$ cat src/rtl/mem_stage_access_if.sv
// Requester/controller link for the byte-serial memory data port.
// Level request held with stable fields until the controller's one-cycle done pulse.
interface mem_stage_access_if #(
    parameter int ADDR_W = 32,
    parameter int DATA_W = 32
);
    logic              mc_req_out;
    logic              mc_rw_out;
    logic [ADDR_W-1:0] mc_addr_out;
    logic [DATA_W-1:0] mc_data_out;
    logic [2:0]        mc_len_out;
    logic              mc_done_in;
    logic [DATA_W-1:0] mc_data_in;

    modport master (
        output mc_req_out, mc_rw_out, mc_addr_out, mc_data_out, mc_len_out,
        input  mc_done_in, mc_data_in
    );

    modport slave (
        input  mc_req_out, mc_rw_out, mc_addr_out, mc_data_out, mc_len_out,
        output mc_done_in, mc_data_in
    );
endinterface

$ cat src/rtl/mem_stage_access.sv
// MEM stage: turns EX loads/stores into one controller request and forwards a WB record.
// Latency 1 for pass-through ops, done+1 for memory ops; stalls EX while an access is outstanding.
module mem_stage_access #(
    parameter int ADDR_W = 32,
    parameter int DATA_W = 32
) (
    input  logic                clk_in,
    input  logic                rst_in,
    input  logic                ex_valid_in,
    input  logic                ex_load_in,
    input  logic                ex_store_in,
    input  logic [2:0]          ex_funct3_in,
    input  logic [ADDR_W-1:0]   ex_addr_in,
    input  logic [DATA_W-1:0]   ex_storeData_in,
    input  logic [4:0]          ex_rd_in,
    input  logic                ex_wreg_in,
    input  logic [DATA_W-1:0]   ex_result_in,
    output logic                stall_out,
    mem_stage_access_if.master  mc,
    output logic                wb_valid_out,
    output logic                wb_we_out,
    output logic [4:0]          wb_rd_out,
    output logic [DATA_W-1:0]   wb_data_out
);
    typedef enum logic {IDLE, ACCESS} state_t;

    state_t              state_q, state_d;
    logic [2:0]          f3_q;
    logic [ADDR_W-1:0]   addr_q;
    logic [DATA_W-1:0]   sdata_q;
    logic [4:0]          rd_q;
    logic                wreg_q;
    logic                rw_q;
    logic                latch_en;

    logic                wb_valid_d, wb_we_d;
    logic [4:0]          wb_rd_d;
    logic [DATA_W-1:0]   wb_data_d;
    logic [DATA_W-1:0]   load_ext;
    logic [2:0]          len;
    logic                in_access;

    assign in_access = (state_q == ACCESS);

    always_comb begin
        len = 3'd4;
        case (f3_q[1:0])
            2'b00:   len = 3'd1;
            2'b01:   len = 3'd2;
            default: len = 3'd4;
        endcase
    end

    always_comb begin
        load_ext = mc.mc_data_in;
        case (f3_q)
            3'b000:  load_ext = {{(DATA_W-8){mc.mc_data_in[7]}},   mc.mc_data_in[7:0]};
            3'b001:  load_ext = {{(DATA_W-16){mc.mc_data_in[15]}}, mc.mc_data_in[15:0]};
            3'b100:  load_ext = {{(DATA_W-8){1'b0}},  mc.mc_data_in[7:0]};
            3'b101:  load_ext = {{(DATA_W-16){1'b0}}, mc.mc_data_in[15:0]};
            default: load_ext = mc.mc_data_in;
        endcase
    end

    // Request drops in the done cycle so the controller never sees a second start.
    assign mc.mc_req_out  = in_access && !mc.mc_done_in;
    assign mc.mc_rw_out   = in_access ? rw_q    : 1'b0;
    assign mc.mc_addr_out = in_access ? addr_q  : '0;
    assign mc.mc_data_out = in_access ? sdata_q : '0;
    assign mc.mc_len_out  = in_access ? len     : 3'd0;
    assign stall_out      = in_access && !mc.mc_done_in;

    always_comb begin
        state_d    = state_q;
        latch_en   = 1'b0;
        wb_valid_d = 1'b0;
        wb_we_d    = 1'b0;
        wb_rd_d    = 5'd0;
        wb_data_d  = '0;
        case (state_q)
            IDLE: begin
                if (ex_valid_in) begin
                    if (ex_load_in || ex_store_in) begin
                        latch_en = 1'b1;
                        state_d  = ACCESS;
                    end else begin
                        wb_valid_d = 1'b1;
                        wb_we_d    = ex_wreg_in;
                        wb_rd_d    = ex_rd_in;
                        wb_data_d  = ex_result_in;
                    end
                end
            end
            ACCESS: begin
                if (mc.mc_done_in) begin
                    state_d    = IDLE;
                    wb_valid_d = 1'b1;
                    wb_rd_d    = rd_q;
                    wb_we_d    = rw_q ? 1'b0 : wreg_q;
                    wb_data_d  = rw_q ? '0   : load_ext;
                end
            end
            default: state_d = IDLE;
        endcase
    end

    always_ff @(posedge clk_in or posedge rst_in) begin
        if (rst_in) begin
            state_q      <= IDLE;
            f3_q         <= 3'd0;
            addr_q       <= '0;
            sdata_q      <= '0;
            rd_q         <= 5'd0;
            wreg_q       <= 1'b0;
            rw_q         <= 1'b0;
            wb_valid_out <= 1'b0;
            wb_we_out    <= 1'b0;
            wb_rd_out    <= 5'd0;
            wb_data_out  <= '0;
        end else begin
            state_q      <= state_d;
            wb_valid_out <= wb_valid_d;
            wb_we_out    <= wb_we_d;
            wb_rd_out    <= wb_rd_d;
            wb_data_out  <= wb_data_d;
            if (latch_en) begin
                f3_q    <= ex_funct3_in;
                addr_q  <= ex_addr_in;
                sdata_q <= ex_storeData_in;
                rd_q    <= ex_rd_in;
                wreg_q  <= ex_wreg_in;
                rw_q    <= ex_store_in;
            end
        end
    end
endmodule

$ cat src/flat_wrapper.sv
// flat-port wrapper written by rule: the top's interface ports become plain ports
module mem_stage_access_flat 
#(
    parameter int ADDR_W = 32,
    parameter int DATA_W = 32
)
  (clk_in, rst_in, ex_valid_in, ex_load_in, ex_store_in, ex_funct3_in, ex_addr_in, ex_storeData_in, ex_rd_in, ex_wreg_in, ex_result_in, stall_out, wb_valid_out, wb_we_out, wb_rd_out, wb_data_out, mc_mc_req_out, mc_mc_rw_out, mc_mc_addr_out, mc_mc_data_out, mc_mc_len_out, mc_mc_done_in, mc_mc_data_in);
  mem_stage_access_if #(.ADDR_W(ADDR_W), .DATA_W(DATA_W)) mc_i ();
  input  logic clk_in;
  input  logic rst_in;
  input  logic ex_valid_in;
  input  logic ex_load_in;
  input  logic ex_store_in;
  input  logic [2:0] ex_funct3_in;
  input  logic [ADDR_W-1:0] ex_addr_in;
  input  logic [DATA_W-1:0] ex_storeData_in;
  input  logic [4:0] ex_rd_in;
  input  logic ex_wreg_in;
  input  logic [DATA_W-1:0] ex_result_in;
  output logic stall_out;
  output logic wb_valid_out;
  output logic wb_we_out;
  output logic [4:0] wb_rd_out;
  output logic [DATA_W-1:0] wb_data_out;
  output wire logic [$bits(mc_i.mc_req_out)-1:0] mc_mc_req_out;
  output wire logic [$bits(mc_i.mc_rw_out)-1:0] mc_mc_rw_out;
  output wire logic [$bits(mc_i.mc_addr_out)-1:0] mc_mc_addr_out;
  output wire logic [$bits(mc_i.mc_data_out)-1:0] mc_mc_data_out;
  output wire logic [$bits(mc_i.mc_len_out)-1:0] mc_mc_len_out;
  input wire logic [$bits(mc_i.mc_done_in)-1:0] mc_mc_done_in;
  input wire logic [$bits(mc_i.mc_data_in)-1:0] mc_mc_data_in;
  assign mc_mc_req_out = mc_i.mc_req_out;
  assign mc_mc_rw_out = mc_i.mc_rw_out;
  assign mc_mc_addr_out = mc_i.mc_addr_out;
  assign mc_mc_data_out = mc_i.mc_data_out;
  assign mc_mc_len_out = mc_i.mc_len_out;
  assign mc_i.mc_done_in = mc_mc_done_in;
  assign mc_i.mc_data_in = mc_mc_data_in;
  mem_stage_access #(.ADDR_W(ADDR_W), .DATA_W(DATA_W)) u_core (.clk_in(clk_in), .rst_in(rst_in), .ex_valid_in(ex_valid_in), .ex_load_in(ex_load_in), .ex_store_in(ex_store_in), .ex_funct3_in(ex_funct3_in), .ex_addr_in(ex_addr_in), .ex_storeData_in(ex_storeData_in), .ex_rd_in(ex_rd_in), .ex_wreg_in(ex_wreg_in), .ex_result_in(ex_result_in), .stall_out(stall_out), .mc(mc_i), .wb_valid_out(wb_valid_out), .wb_we_out(wb_we_out), .wb_rd_out(wb_rd_out), .wb_data_out(wb_data_out));
endmodule
$ cat config.mk
export PLATFORM = sky130hd
export DESIGN_NAME = mem_stage_access_flat
export DESIGN_NICKNAME = d
export VERILOG_FILES = /design/src/rtl/mem_stage_access_if.sv /design/src/rtl/mem_stage_access.sv /design/src/flat_wrapper.sv
export SDC_FILE = /design/constraint.sdc
export NUM_CORES = 1
export LEC_CHECK = 0
export ABC_CLOCK_PERIOD_IN_PS = 5300
export CAP_MARGIN = 15
export CORE_ASPECT_RATIO = 0.5
export CORE_MARGIN = 4
export CORE_UTILIZATION = 30
export DETAILED_ROUTE_END_ITERATION = 6
export DONT_BUFFER_PORTS = 1
export HOLD_SLACK_MARGIN = 0.05
export PLACE_DENSITY = 0.42
export SLEW_MARGIN = 20
export SYNTH_ARGS = -nofsm -noshare
export SYNTH_HDL_FRONTEND = slang
export SYNTH_SLANG_ARGS = --single-unit
$ cat constraint.sdc
create_clock -name clk_in -period 5.3 [get_ports clk_in]
set_input_delay 0.53 -clock clk_in [delete_from_list [all_inputs] [get_ports clk_in]]
set_output_delay 0.53 -clock clk_in [all_outputs]
set_load 0.01 [all_outputs]
## Yosys cells after proc, flatten, opt, wreduce, memory -nomap -nowiden

Cells that the tools add are included.

- Bits of input ports: 143
- Word-level logic and storage cells: 50
- Register bits after elaboration: 114
- Output and inout port bits: 109

- Mux-type cells: 29
- Bitwise operators: 1
- Reductions and logical operators: 5
- Eq/ne operators: 4

Operators with widths:

| cell | number |
|---|---|
| $mux W32 | 6 |
| $pmux W32 S4 | 1 |
| $pmux W32 S2 | 1 |
| $mux W5 | 3 |
| $mux W1 | 12 |
| $pmux W5 S2 | 1 |
| $eq A3 B3 Y1 const B | 2 |
| $pmux W1 S2 | 3 |
| $pmux W3 S2 | 1 |
| $eq A3 B1 Y1 const B | 1 |
| $logic_not A3 Y1 | 1 |
| $mux W3 | 1 |
| $eq A2 B1 Y1 const B | 1 |
| $logic_not A2 Y1 | 1 |
| $logic_and A1 B1 Y1 | 1 |
| $logic_not A1 Y1 | 1 |
| $logic_or A1 B1 Y1 | 1 |
| $not A1 Y1 | 1 |

## Logic depth before layout (Yosys ltp)

Gate-level depths: netlist of run 1.

- Word-level depth: 5
- Gate-level depth with buffers: 6
- Depth with buffers taken out: 3

## Worst setup path before layout of run 1

Ideal clock, no wire load.

- Kind: in2reg
- Start: input port ex_valid_in
- End: register u_core.addr_q[0]
- Arrival time: 1.456 ns
- Required time: 5.175 ns
- Path slack: 3.720 ns
- Cell stages on the path: 5
- Library setup time: 0.125 ns
- Path buffers: 2
- Cell sequence: nor2b_2 > o21a_1 > buf_4 > buf_4 > mux2_2

- Longest elaborated chain between the ends: 2

Ends and longest elaborated chain:

| element | line | RTL |
|---|---|---|
| start: declaration | flat_wrapper.sv:11 | `input logic ex_valid_in;` |
| $mux W1 | mem_stage_access.sv:82 | `if (ex_valid_in) begin` |
| $mux W1 | mem_stage_access.sv:80 | `case (state_q)` |
| end signal: assignment | mem_stage_access.sv:128 | `addr_q <= ex_addr_in;` |
| end: declaration | mem_stage_access.sv:29 | `logic [ADDR_W-1:0] addr_q;` |

No other way between the ends.
A chain may end at the register's enable or synchronous reset.

## Worst setup path after layout of run 1

- Start: register u_core.state_q, in the netlist u_core.in_access
- End: output port mc_mc_req_out

- Longest elaborated chain between the ends: 1

Ends and longest elaborated chain:

| element | line | RTL |
|---|---|---|
| start: declaration | mem_stage_access.sv:27 | `state_t state_q, state_d;` |
| start signal: assignment | mem_stage_access.sv:121 | `state_q <= state_d;` |
| $logic_and A1 B1 Y1 | mem_stage_access.sv:66 | `assign mc.mc_req_out = in_access && !mc.mc_done_in;` |
| end: declaration | flat_wrapper.sv:25 | `output wire logic [$bits(mc_i.mc_req_out)-1:0] mc_mc_req_out;` |

No other way between the ends.

==> results.yml, run 1 <==
detailed_routing:
  final_antenna_net_count: 0
  firstDrtPassIters: 4
  drcViolationCount: 0
  num_vias: 2712
  drt-initial-drc-count: 86
  wl_mm: 11.7
  routedWlPerCell_um: 20.8
  vias_per_cell: 4.82
cts:
  clk_latency_ns: 0.40
  cts-hold-fix-buffers: 0
  postCtsSetupRepairBufs: 0
  numCtsBuffers: 17
  root_buffer: "clkbuf_16"
  clockBufferDepth: 2
  numClockSinks: 114
  ctsResizeCount: 0
  clkSlewWorstSetupHoldPaths_ns: 0.05
  cts_tree: "done"
  htreeDepth: 4
worst_setup_path:
  cp_slowest_cell: "dfrtp_2"
  cp_top_family: "flip-flops"
  reg2reg_to: "u_core.addr_q[23]"
  worst-r2r-cell-count: 3
  reg2reg_slack_ns: 2.80
  cp-startpoint: "u_core.in_access"
  cp.required_ns: 4.77
  crit_chain: "nor2b_1"
  cp.arrival_ns: 2.10
  slowest_delay_ns: 1.02
  startpoint_type: "flop"
  path_class: "reg -> out"
  end_kind: "output pin"
  worstPathMaxFanout: 73
  critPathBufInv: 0
  rr_startpoint: "u_core.in_access"
synth:
  netlist_area_mm2: 0.00479
  yosysTopAreaCell: "dfrtp_1"
  synthXorXnorAreaFrac_pct: 0
  yosysTopAreaCellShare_pct: 59.5
  synth_cells: 350
  synth-simple-area-share_pct: 12.3
  yosysUniqueCellTypes: 25
  syn_nets: 493
  ys_warn_count: 0
  avgSynthCellArea_um2: 13.7
  ys_ff_latch: 114
  synth_top_family_by_area: "multiplexers"
  synthTopCellsByArea: "dfrtp_1 (60%), mux2_2 (17%), and2_1 (8.7%)"
  synthAdderAreaFrac_pct: 0
  synth_mux_area_share_pct: 17.6
  yosysSeqAreaShare_pct: 59.5
  synth-compound-area-share_pct: 7.31
place:
  gp_congestion: 0.686
  hpwl_mm: 8.32
  io_buffers: 0
timing:
  fin_skew_ns: 0.00696
  max_freq_ghz: 0.380
  worstMarginPinSlew_ns: 1.03
  maxSlewHeadroom_pct: 31.3
  whs_ns: 0.169
  min_period_over_period_pct: 49.6
  setup_violations: 0
  hold_viol_final: 0
  rsz0062_at_grt: "false"
  layout_min_cycle_time_ns: 2.63
  tns_ns: 0
  slew_viol_final: 0
floorplanning:
  ioPinCount: 252
  core-area_mm2: 0.0155
  die_x_um: 187
  initial_core_util_pct: 30.8
  rows: 32
  die_height_um: 97.4
  die-area_mm2: 0.0182
global_routing:
  grt_pass1_vias: 3082
  overflow: 0
  grt_pass1_wl_mm: 18.2
  antenna_found_initial: 1
  grt_max_degree: 75
  grt.total_usage_pct: 13.0
job:
  max_cap_viol_count: 0
cells_and_area:
  area_delta_synth_final_pct: 15.7
  nets: 489
  drive_gt1_share_pct: 32.7
power:
  ir_drop_mv: 0.222
  cellLeakagePower_nw: 2.37
  p_per_area_mw_per_mm2: 487
status:
  status: "finished, final reports clean"
hold_path:
  hp-class: "in -> async"
sequential cells by signal (all words and copies together), names as in the netlist:
signal,cells
u_core.wb_we_out,1
u_core.rd_q,5
u_core.wreg_q,1
u_core.sdata_q,32
u_core.wb_valid_out,1
u_core.wb_rd_out,5
u_core.rw_q,1
u_core.in_access,1
u_core.addr_q,32
u_core.wb_data_out,32
u_core.f3_q,3
layer usage:
metal / vias up / global-route usage, % / part of all wire (%)
met4: 0 / 5.85 / 1.6
met5: - / 0 / 0
met1: 1349 / 14.2 / 38
li1: 1214 / - / -
met2: 137 / 22.2 / 52
met3: 12 / 5.38 / 8.0
synthesized netlist by cell type:
cell type	n
or2_2	2
nor4b_4	1
dfrtp_1	114
buf_2	3
nand2_1	8
buf_4	9
o21a_1	1
a22o_1	16
and3b_1	1
and2_4	1
and2_1	67
mux2i_1	1
nor2b_2	1
o21ai_0	7
clkbuf_1	10
nor2b_1	2
a221o_1	16
inv_1	1
and2_0	1
nor2_1	8
buf_6	3
nor4b_2	1
and3b_4	1
o31ai_1	1
mux2_2	74
worst max-delay path by stage:
stage	end	slack, ns	cells past startpoint
floorplan	u_core.addr_q[0]	1.75	1
global placement	u_core.sdata_q[12]	2.84	3
detailed placement	u_core.sdata_q[0]	2.75	3
CTS	mc_mc_req_out	2.56	1
global route	mc_mc_req_out	2.50	1
finish	mc_mc_req_out	2.67	1
per-stage QoR:
step,std cells,power [W],setup WS [ns],util (%),instance area (µm²)
after floorplan,350,0.00146,1.75,-,4790
after global placement,531,0.00152,2.84,31.7,4930
after detailed placement,531,0.00154,2.75,31.7,4930
after CTS,562,0.00275,2.56,35.7,5540
after global routing,563,0.00285,2.50,35.7,5550
final,563,0.00270,2.67,35.7,5550
cells in the final DEF, fill, tap and decap left out, types with 3 or more instances in the layout:
cell        count
bufinv_16       4
dfrtp_1       113
o21ai_0         7
mux2_2         74
a22o_1         16
nor2_1          8
nand2_1         8
a221o_1        16
clkinv_2        3
clkinvlp_4      5
clkbuf_16      17
and2_1         67
area by class of cell:
| type | count | area (µm²) |
|---|---|---|
| diodes | 1 | 2.50 |
| clock buffers | 17 | 425 |
| clock inverters | 14 | 190 |
| fillers | 1487 | 9990 |
| inverters | 1 | 6.26 |
| multi-input cells | 210 | 1800 |
| flip-flops and latches | 114 | 2850 |
| well taps | 204 | 255 |
| repair buffers | 2 | 15.0 |
cells by family after synthesis:
family / Yosys count
buf+inv: 26
simple gates: 94
compound gates: 41
flops: 114
mux: 75
power breakdown:
part,switching (W),total (W),internal [W],leakage (nW)
registers,0.000111,0.00115,0.00103,1.41
clock network,0.000402,0.00118,0.000781,0.287
logic,0.000183,0.000371,0.000188,0.680
total,0.000696,0.00270,0.00200,2.37
(Power assumes the default switching activity.)
==> run 2: changes to the inputs <==
- ABC_CLOCK_PERIOD_IN_PS: 5300 -> 2600
- clock period: 5.3 -> 2.6 ns (I/O delays scaled with it)
==> run 2 against run 1 <==
The flow now stops in 4_1_cts. Area after synthesis is the same. Synthesized cell count unchanged.
==> results.yml, run 2 <==
status:
  status: "did not finish"
  error: "[ERROR RSZ-0060] Max buffer count reached."
  lastStage: "4_1_cts"
cts:
  cts-hold-fix-buffers: 114
  htreeDepth: 4
  root_buffer: "clkbuf_16"
  clockBufferDepth: 2
  postCtsSetupRepairBufs: 0
  numCtsBuffers: 17
  numClockSinks: 114
  ctsResizeCount: 0
synth:
  post-synth-top-count-cell: "dfrtp_1"
  yosysTopAreaCell: "dfrtp_1"
  synthXorXnorAreaFrac_pct: 0
  synthAdderAreaFrac_pct: 0
  yosysUniqueCellTypes: 25
  synth_edf_count: 0
  synth_cells: 350
  yosysSeqAreaShare_pct: 59.5
  synth_top_family_by_area: "multiplexers"
  async_flop_share_pct: 100
  synth_mux_area_share_pct: 17.6
  synth_flop_cell: "dfrtp_1"
  synth-simple-area-share_pct: 12.3
  synth-compound-area-share_pct: 7.31
  netlist_area_mm2: 0.00479
  synthTopCellsByArea: "dfrtp_1 (60%), mux2_2 (17%), and2_1 (8.7%)"
  syn_nets: 493
  ys_ff_latch: 114
  ys_warn_count: 0
  yosysTopAreaCellShare_pct: 59.5
  avgSynthCellArea_um2: 13.7
  synthTopCellsByCount: "dfrtp_1 (114), mux2_2 (74), and2_1 (67), a221o_1 (16), a22o_1 (16)"
place:
  hpwl_mm: 8.25
  dp.cells: 535
  gp_congestion: 0.706
  io_buffers: 0
  detailedPlace.worstSlack_ns: 0.761
floorplanning:
  rows: 32
  initial_core_util_pct: 30.8
  ioPinCount: 252
  die_x_um: 187
  die_height_um: 97.4
## run 2: cell counts after synthesis
No cell type changed its count.
## run 2: per-stage QoR
step                cell area (µm²)  hold WS [ns]
floorplan                      4800         0.377
global placement               4970         0.199
detailed placement             4970         0.211
## run 2: kinds of logic after synthesis
logic type	after synthesis
AND/OR/NAND/NOR	94
multiplexers	75
buffers and inverters	26
AO/OA/AOI/OAI	41
flip-flops	114
==> run 3: changes to the inputs <==
- CORE_ASPECT_RATIO: 0.5 -> default
- CORE_UTILIZATION: 30 -> 20
- HOLD_SLACK_MARGIN: 0.05 -> default
- PLACE_DENSITY: 0.42 -> default
- PLACE_DENSITY_LB_ADDON: default -> 0.15
==> run 3 against run 2 <==
The flow now finishes without violations.
==> results.yml, run 3 (synthesis gave the netlist of run 1 again) <==
cells_and_area:
  num-fill-cells: 2420
  diodes: 0
  nets: 624
  layout_common_cells: "dlygate4sd3_1 (129), dfrtp_1 (113), mux2_2 (74), and2_1 (67), clkbuf_16 (17)"
  reg_top3: "u_core.addr_q: 32 flops, u_core.sdata_q: 32 flops, u_core.wb_data_out: 32 flops"
  area_delta_synth_final_pct: 47.1
  drive_gt1_share_pct: 24.9
  layout_commonest_cell: "dlygate4sd3_1"
  stdcell_count: 813
  stdcell_area_mm2: 0.00705
detailed_routing:
  firstDrtPassIters: 4
  num_vias: 3324
  drt-initial-drc-count: 89
  vias_per_cell: 4.09
  final_antenna_net_count: 0
  routedWlPerCell_um: 17.8
  wl_mm: 14.4
  drcViolationCount: 0
worst_setup_path:
  path_class: "reg -> reg"
  worst-r2r-cell-count: 5
  startpoint_type: "flop"
  end_kind: "flop"
  cp.required_ns: 2.94
  cp.arrival_ns: 2.70
  worstPathMaxFanout: 32
timing:
  min_period_over_period_pct: 90.9
  slew_viol_final: 0
  max_freq_ghz: 0.423
  whs_ns: 0.0236
  layout_min_cycle_time_ns: 2.36
  setup_violations: 0
  hold_viol_final: 0
  worstMarginPinSlew_ns: 0.755
  rsz0062_at_grt: "false"
  tns_ns: 0
  maxSlewHeadroom_pct: 49.2
  fin_skew_ns: 0.00518
cts:
  numCtsBuffers: 17
  clockBufferDepth: 2
  postCtsSetupRepairBufs: 0
  numClockSinks: 114
  clkSlewWorstSetupHoldPaths_ns: 0.05
  clk_latency_ns: 0.40
  cts_tree: "done"
  root_buffer: "clkbuf_16"
  htreeDepth: 4
power:
  ir_drop_mv: 0.283
  cellLeakagePower_nw: 3.01
  power.total_w: 0.00563
  p_per_area_mw_per_mm2: 799
status:
  status: "finished, final reports clean"
floorplanning:
  die_height_um: 163
  initial_core_util_pct: 20.4
  die_x_um: 163
  core-area_mm2: 0.0235
  ioPinCount: 252
  rows: 56
  die-area_mm2: 0.0265
global_routing:
  grt_max_degree: 56
  grt_pass1_wl_mm: 21.6
  grt_pass1_vias: 3750
  antenna_found_initial: 0
  grt.total_usage_pct: 10.6
  overflow: 0
hold_path:
  whs_path_depth: 1
  hp-class: "in -> reg"
place:
  io_buffers: 0
  hpwl_mm: 9.67
  gp_congestion: 0.676
  place_area_mm2: 0.00517
  dp.cells: 652
job:
  max_cap_viol_count: 0
-- run 3: repair_timing --
item                                    CTS  global route
endpoints found under the setup margin    0             0
hold buffers                            129             0
resized for setup                         0             0
hold endpoints to repair                119             0
-- run 3: worst max-delay path, cell delays in order (launching register included) --
cell and delay, ns:
dfrtp_2 0.69, and3b_4 0.42, nor4b_4 0.23, buf_4 0.25, a221o_1 0.15, dlygate4sd3_1 0.55
-- run 3: through the flow --
| step | worst slack (ns) | util, % |
|---|---|---|
| final | 0.238 | 29.9 |
| after global routing | 0.0357 | 29.9 |
| after CTS | 0.179 | 29.9 |
| after detailed placement | 0.618 | 22.0 |
| after global placement | 0.646 | 22.0 |
| after floorplan | 0.955 | - |
-- run 3: where the power goes --
group          switching [W]  internal [W]  leakage [nW]
sequential          0.000207       0.00211          1.41
clock               0.000861       0.00146         0.282
combinational       0.000448      0.000544          1.32
total                0.00152       0.00411          3.01
-- run 3: metal layers --
layer  part of all wire, %  GRT usage [%]
met3                   8.6           4.07
met4                   1.1           3.43
met1                    38           11.4
met2                    52           19.1
met5                     0              0
-- run 3: final cells by class --
| class | instances | area [µm²] | share of cell area [%] |
|---|---|---|---|
| flip-flops and latches | 114 | 2850 | 40.5 |
| multi-input cells | 210 | 1800 | 25.5 |
| repair buffers | 137 | 1400 | 19.9 |
| clock buffers | 20 | 457 | 6.48 |
| well taps | 319 | 399 | 5.66 |
| clock inverters | 12 | 133 | 1.88 |
| inverters | 1 | 7.51 | 0.106 |
-- run 3: final timing paths --
check	startpoint	to	slack, ns
worst min-delay path	ex_rd_in[4]	u_core.wb_rd_out[4]	0.02
worst min register to register	u_core.rd_q[0]	u_core.wb_rd_out[0]	0.49
worst max-delay path	u_core.in_access	u_core.wb_data_out[30]	0.24
worst max register to register	u_core.in_access	u_core.wb_data_out[30]	0.24
min in group asynchronous	rst_in	u_core.wb_data_out[11]	0.31
max in group asynchronous	rst_in	u_core.sdata_q[23]	1.69
